[src/rtl/mnist_accuracy_monitor.sv]
// Hardware accuracy scoreboard for the DNN output layer: captures the serial ideal
// output, compares it with the thresholded outputs once per block cycle, keeps the counters.
module mnist_accuracy_monitor #(
    parameter int n_out                = 16,
    parameter int y_chunk              = 1,
    parameter int cpc                  = 18,
    parameter int checklast            = 1000,
    parameter int training_cases       = 10000,
    parameter int total_training_cases = 100000
) (
    input  logic                                 clk,
    input  logic                                 reset,
    input  logic [$clog2(cpc)-1:0]               cycle_index,
    input  logic [y_chunk-1:0]                   y_out,
    input  logic [n_out-1:0]                     a_out_alln,
    output logic [$clog2(training_cases)-1:0]    sel_tc,
    output logic                                 result_valid,
    output logic                                 correct,
    output logic [$clog2(checklast+1)-1:0]       recent,
    output logic [31:0]                          total_correct,
    output logic [31:0]                          num_train,
    output logic [15:0]                          epoch,
    output logic                                 epoch_done,
    output logic                                 done
);

    localparam int CI_W   = $clog2(cpc);
    localparam int TC_W   = $clog2(training_cases);
    localparam int R_W    = $clog2(checklast + 1);
    localparam int P_W    = (checklast > 1) ? $clog2(checklast) : 1;
    localparam int NCHUNK = n_out / y_chunk;

    localparam logic [CI_W-1:0] CI_ZERO = CI_W'(0);
    localparam logic [CI_W-1:0] CI_LAST = CI_W'(cpc - 1);
    localparam logic [TC_W-1:0] SEL_MAX = TC_W'(training_cases - 1);
    localparam logic [P_W-1:0]  PT_MAX  = P_W'(checklast - 1);
    localparam logic [31:0]     N_DONE  = 32'(total_training_cases);

    logic [n_out-1:0]     ideal_q, ideal_d;
    logic                 primed_q, primed_d;
    logic [checklast-1:0] win_q, win_d;
    logic [P_W-1:0]       crt_pt_q, crt_pt_d;
    logic [TC_W-1:0]      sel_tc_q, sel_tc_d;
    logic                 result_valid_q, result_valid_d;
    logic                 correct_q, correct_d;
    logic [R_W-1:0]       recent_q, recent_d;
    logic [31:0]          total_correct_q, total_correct_d;
    logic [31:0]          num_train_q, num_train_d;
    logic [15:0]          epoch_q, epoch_d;
    logic                 epoch_done_q, epoch_done_d;
    logic                 done_q, done_d;

    logic eval_s;
    logic match_s;
    logic old_s;
    logic sel_wrap_s;
    logic pt_wrap_s;

    assign eval_s     = (cycle_index == CI_ZERO) && primed_q && !done_q;
    assign match_s    = (a_out_alln == ideal_q);
    assign old_s      = win_q[crt_pt_q];
    assign sel_wrap_s = (sel_tc_q == SEL_MAX);
    assign pt_wrap_s  = (crt_pt_q == PT_MAX);

    // Capture, priming and the per-case evaluation update.
    always_comb begin
        ideal_d         = ideal_q;
        primed_d        = primed_q;
        win_d           = win_q;
        crt_pt_d        = crt_pt_q;
        sel_tc_d        = sel_tc_q;
        result_valid_d  = 1'b0;
        correct_d       = correct_q;
        recent_d        = recent_q;
        total_correct_d = total_correct_q;
        num_train_d     = num_train_q;
        epoch_d         = epoch_q;
        epoch_done_d    = 1'b0;
        done_d          = done_q;

        // Chunk k of the ideal vector arrives at cycle_index k+2.
        for (int k = 0; k < NCHUNK; k++) begin
            if (cycle_index == CI_W'(k + 2)) begin
                ideal_d[k*y_chunk +: y_chunk] = y_out;
            end else begin
                ideal_d[k*y_chunk +: y_chunk] = ideal_d[k*y_chunk +: y_chunk];
            end
        end

        if (cycle_index == CI_LAST) begin
            primed_d = 1'b1;
        end else begin
            primed_d = primed_q;
        end

        if (eval_s) begin
            primed_d        = 1'b0;
            correct_d       = match_s;
            result_valid_d  = 1'b1;
            win_d[crt_pt_q] = match_s;
            recent_d        = recent_q - R_W'(old_s) + R_W'(match_s);
            crt_pt_d        = pt_wrap_s ? P_W'(0) : crt_pt_q + P_W'(1);
            total_correct_d = total_correct_q + 32'(match_s);
            num_train_d     = num_train_q + 32'd1;
            if (sel_wrap_s) begin
                sel_tc_d     = TC_W'(0);
                epoch_d      = epoch_q + 16'd1;
                epoch_done_d = 1'b1;
            end else begin
                sel_tc_d     = sel_tc_q + TC_W'(1);
                epoch_d      = epoch_q;
                epoch_done_d = 1'b0;
            end
            if (num_train_d == N_DONE) begin
                done_d = 1'b1;
            end else begin
                done_d = done_q;
            end
        end else begin
            result_valid_d = 1'b0;
        end
    end

    // State and output registers.
    always_ff @(posedge clk or posedge reset) begin
        if (reset) begin
            ideal_q         <= '0;
            primed_q        <= 1'b0;
            win_q           <= '0;
            crt_pt_q        <= '0;
            sel_tc_q        <= '0;
            result_valid_q  <= 1'b0;
            correct_q       <= 1'b0;
            recent_q        <= '0;
            total_correct_q <= 32'd0;
            num_train_q     <= 32'd0;
            epoch_q         <= 16'd1;
            epoch_done_q    <= 1'b0;
            done_q          <= 1'b0;
        end else begin
            ideal_q         <= ideal_d;
            primed_q        <= primed_d;
            win_q           <= win_d;
            crt_pt_q        <= crt_pt_d;
            sel_tc_q        <= sel_tc_d;
            result_valid_q  <= result_valid_d;
            correct_q       <= correct_d;
            recent_q        <= recent_d;
            total_correct_q <= total_correct_d;
            num_train_q     <= num_train_d;
            epoch_q         <= epoch_d;
            epoch_done_q    <= epoch_done_d;
            done_q          <= done_d;
        end
    end

    assign sel_tc        = sel_tc_q;
    assign result_valid  = result_valid_q;
    assign correct       = correct_q;
    assign recent        = recent_q;
    assign total_correct = total_correct_q;
    assign num_train     = num_train_q;
    assign epoch         = epoch_q;
    assign epoch_done    = epoch_done_q;
    assign done          = done_q;

endmodule

[config.mk]
export PLATFORM = sky130hd
export DESIGN_NAME = mnist_accuracy_monitor
export DESIGN_NICKNAME = d
export VERILOG_FILES = /design/src/rtl/mnist_accuracy_monitor.sv
export SDC_FILE = /design/constraint.sdc
export NUM_CORES = 2
export LEC_CHECK = 0
export CORE_MARGIN = 5
export CORE_UTILIZATION = 57
export CTS_CLUSTER_DIAMETER = 120
export CTS_CLUSTER_SIZE = 24
export DETAILED_ROUTE_END_ITERATION = 6
export HOLD_SLACK_MARGIN = 0.03
export PLACE_DENSITY = 0.78
export SETUP_SLACK_MARGIN = 0.1
export SYNTH_ARGS = -nofsm -noshare
export SYNTH_HDL_FRONTEND = slang
export SYNTH_SLANG_ARGS = --single-unit
[constraint.sdc]
create_clock -name clk -period 55.1 [get_ports clk]
set_input_delay 13.775 -clock clk [delete_from_list [all_inputs] [get_ports clk]]
set_output_delay 13.775 -clock clk [all_outputs]
set_load 0.01 [all_outputs]
### After elaboration in Yosys (flattened, before gate mapping)

Index checks and enable logic that the tools add are counted.
Widths: inputs -> output; s select.

* bits in registers: 1135
* bits of input ports: 24
* logic and storage cells: 77
* output and inout bits: 108

* $add $sub $neg: 7
* reduce and logical (&&, ||, !) cells: 8
* multiplexer cells: 12
* $lt $le $gt $ge: 2
* equal/unequal tests: 20

Operator list (count)
* $bwmux 1000: 1
* $eq 5x4->1 const B: 8
* $add 32x1->32: 1
* $add 32x1->32 const B: 1
* $eq 32x17->1 const B: 1
* $eq 5x3->1 const B: 4
* $add 16x1->16 const B: 1
* $eq 16x16->1: 1
* $add 14x1->14 const B: 1
* $eq 14x14->1 const B: 1
* $mux 14: 1
* $lt 10x11->1 const B: 1
* $add 10x1->10: 1
* $add 10x1->10 const B: 1
* $bmux 1 s10: 1
* $demux 1 s10: 1
* $eq 10x10->1 const B: 1
* $eq 5x2->1 const B: 2
* $eq 5x5->1 const B: 2
* $ge 10x1->1 const B: 1
* $mux 10: 1
* $sub 10x1->10: 1
* $mux 1: 7
* $logic_not 5->1: 1
* 4 further kinds: 7

### Logic depth before layout (Yosys ltp)

* depth in word-level cells: 5
* mapped depth: 26
* depth with buffers taken out: 21

### Worst setup path after synthesis

Ideal clock, no wire load.

* path kind: input to register
* start: in a_out_alln[8]
* end: reg recent_q[9] (netlist: recent[9])
* buffers on the path: 2
* path slack: 38.458 ns
* cell stages on the path: 16
* required time: 54.976 ns
* arrival: 16.518 ns
* library setup time: 0.124 ns
* cell sequence: xor2_1 -> nor4_1 -> nand4_1 -> clkbuf_1 -> buf_1 -> ha_1 -> inv_1 -> ha_1 -> a21oi_1 -> nor2b_1 -> o31a_1 -> o41a_1 -> a31oi_1 -> xnor2_1 -> nand2_1 -> xnor2_1

* cells in the longest elaborated chain, start to end: 2

RTL lines
* start, declared: line 15 `input logic [n_out-1:0] a_out_alln,`
* $eq 16x16->1: line 60 `assign match_s = (a_out_alln == ideal_q);`
* $add 10x1->10: line 101 `recent_d = recent_q - R_W'(old_s) + R_W'(match_s);`
* end signal, assigned: line 148 `recent_q <= recent_d;`
* end, declared: line 46 `logic [R_W-1:0] recent_q, recent_d;`

Every way passes these cells.
A chain may end at the register's enable or synchronous reset.

### Worst setup path after layout

* start: in a_out_alln[14]
* end: reg win_q[942]

* cells in the longest elaborated chain, start to end: 2

RTL lines
* $eq 16x16->1: line 60
* $bwmux 1000: line 100 `win_d[crt_pt_q] = match_s;`
* end signal, assigned: line 143 `win_q <= win_d;`
* end, declared: line 41 `logic [checklast-1:0] win_q, win_d;`

Every way passes these cells.

==> flow_metrics.tcl <==
set metrics [dict create \
    status "finished clean" \
    path_class "input port to flop" \
    slew_viol_final 0 \
    yosysWarnings 0 \
    post_cts_buffers 0 \
    die_width_um 321 \
    synth_seq_cells 1135 \
    crit_buf_inv 6 \
    clock_latency_ns 0.67 \
    dpl.hpwl_um 86700 \
    drcViolationCount 0 \
    cts_buffers 53 \
    gr-usage-all-layers_pct 29.9 \
    yosysTopAreaCell "dfrtp_1" \
    muxShareOfSynthArea_pct 9.71 \
    finalSetupViolations 0 \
    regArea_um2 28400 \
    synth-compound-area-share_pct 26.2 \
    antenna-diode-count 0 \
    cts_hold_buf 0 \
    rsz0062_at_grt "no" \
    cts_sinks 1135 \
    clock_path_buffers 3 \
    htreeDepth 2 \
    grt_pass1_wl_um 243000 \
    yosysMostFrequentCell "dfrtp_1" \
    r2r_slack_ns 47.31 \
    synth_common_cells "1134 x dfrtp_1, 1019 x o21ai_0, 999 x o31ai_1" \
    tightestPinTransition_ns 1.17 \
    crit_arrival_ns 19.46 \
    critPathMostFrequentCell "buf_4" \
    chipHeight_um 321 \
    cp.required_ns 55.58 \
    fin_skew_ns 0.0253 \
    drive_gt1_share_pct 6.22 \
    power.leakage_nw 22.4 \
    synth_area_leaders "dfrtp_1 52%, o31ai_1 14%, o21ai_0 9.3%" \
    synthCells 5261 \
    worstRegToRegCells 21 \
    fin_util_pct 60.1 \
    ys_async_sr_fraction_pct 100 \
    syn-cell-area_um2 55100 \
    grt_remaining_overflow 0 \
    core-area_um2 96300 \
    cts_resized 0 \
    drv_cap 0 \
    antenna_found_initial 0 \
    synth-xor-area-share_pct 2.07 \
    endpoint_kind "flop" \
    ant_nets 0 \
    slew_headroom_pct 21.5 \
    io_buffers 131 \
    hold_start "total_correct[31]" \
    critPathSlowestCell "buf_4" \
    setup_tns_ns 0 \
    max_stage_delay_ns 0.96 \
    hold_depth 1 \
    grt_pass1_vias 39300 \
    dr.pass1.iters 6 \
    die_area_um2 103000 \
    vias_per_cell 6.93 \
    min_path_type "flop to flop" \
    detail_route.wirelength_um 160000 \
    wire_per_inst_um 25.8 \
    rr_startpoint "crt_pt_q[1]" \
    avgSynthCellArea_um2 10.5 \
    yosysSeqAreaShare_pct 51.6 \
    synthToLayoutAreaGrowth_pct 5.03 \
    vias 42900 \
    timing.rr.end "recent[9]" \
    path_clk_slew_ns 0.09 \
    vdd_drop_max_v 0.0000298 \
    crit_chain "clkdlybuf4s50_1 > xor2_1 > nor4_1 > nand4_1 > buf_4 > buf_4 > buf_4 > buf_4 > buf_4 > o31ai_1" \
    syn-num-nets 5306 \
    critical_path.max_fanout 108 \
    synth_edf_count 0 \
    synth_adder_area_share_pct 0.491 \
    yosysTopAreaCellShare_pct 51.5 \
    fill_cells 7871 \
    root_buffer "clkbuf_16" \
    nets 4950 \
    yosys.area_share.simple_pct 4.99 \
    hold_viol_final 0 \
    grt_max_degree 253 \
    multi_input_area_um2 24100 \
    start_util_pct 57.2 \
    synth_top_family_by_area "compound AO/OA/AOI/OAI gates" \
    startpoint_type "input port" \
    drt-initial-drc-count 6717 \
    fmax_ghz 0.0527 \
    power.density_nw_per_um2 22.9 \
    cpLargestDelayFamily "buffers and inverters" \
    ios 132 \
    ys.flop_type "dfrtp_1" \
    holdPathEnd "total_correct[31]" \
    fin_crit_sh_pct 34.4 \
    cts_tree "done" \
    period_needed_ns 18.98 \
    synth_cell_types 83 \
    rows 114 \
    place_congestion 0.838 \
]
[state kept, by name, summed over array words and instances, names as in the netlist, 10 cells and up]
register / cells
crt_pt_q: 10
epoch: 16
ideal_q: 16
num_train: 32
recent: 10
sel_tc: 14
total_correct: 32
win_q: 1000
[metal layers]
layer,part of all wire (%),wire length [µm],vias up,GRT usage [%]
li1,-,-,19200,-
met2,45,72200,2185,46.1
met1,40,64500,21100,42.8
met3,10,15900,438,5.55
met4,4.4,7050,0,11.2
met5,0,0,-,0
[worst max path at each step]
stage	start	end	slack, ns	cells past startpoint
3_5_place_dp	a_out_alln[14]	win_q[609]	35.64	10
5_1_grt	a_out_alln[12]	win_q[942]	35.76	10
3_3_place_gp	a_out_alln[12]	win_q[621]	35.70	10
4_1_cts	a_out_alln[14]	win_q[942]	36.32	10
2_1_floorplan	reset	correct	9.36	1
6_report	a_out_alln[14]	win_q[942]	36.12	10
[per-stage QoR]
stage	setup slack [ns]	cells	cell area (µm²)	hold WS, ns	power, W
2_1_floorplan	9.36	5261	55100	0.469	0.000885
3_3_place_gp	35.70	6126	56400	0.457	0.000897
3_5_place_dp	35.64	6126	56400	0.459	0.000897
4_1_cts	36.32	6193	57800	0.477	0.00133
5_1_grt	35.76	6193	57800	0.486	0.00136
6_report	36.12	6193	57800	0.472	0.00132
[power breakdown]
part / leakage [nW] / switching, W / internal (W)
registers: 15.8 / 0.00000322 / 0.000836
logic: 5.92 / 0.0000287 / 0.0000125
clock network: 0.693 / 0.000266 / 0.000177
total: 22.4 / 0.000298 / 0.00103
[cells by family after synthesis]
family / Yosys count
buf+inv: 671
simple gates: 520
compound gates: 2292
mux: 492
flops: 1135
fa+ha+maj: 21
xor+xnor: 130
[final cells by class]
class | count | share of cell area, %
Timing Repair Buffer | 237 | 3.80
Tap cell | 1276 | 2.76
Inverter | 23 | 0.162
Multi-Input combinational cell | 3455 | 41.7
Sequential cell | 1135 | 49.1
Clock buffer | 63 | 2.36
Clock inverter | 4 | 0.106
[layout by cell type, fill, tap and decap left out, types with 6 or more instances in the layout]
cell and n:
a21oi_1 7, a31oi_1 11, and2_1 9, and3_1 15
buf_12 7, buf_4 99, clkbuf_1 10, clkbuf_16 53
clkdlybuf4s50_1 131, dfrtp_1 1132, ha_1 20, inv_1 21
mux2_2 18, mux2i_1 442, mux4_2 32, nand2_1 130
nand2_2 48, nand3_1 58, nand4_1 32, nand4bb_2 6
nor2_1 77, nor2b_1 12, nor3_1 20, nor3b_1 9
nor4_1 48, o21ai_0 1019, o22ai_1 213, o31ai_1 999
or4_1 9, xnor2_1 79, xor2_1 51
(Power assumes the default switching activity.)
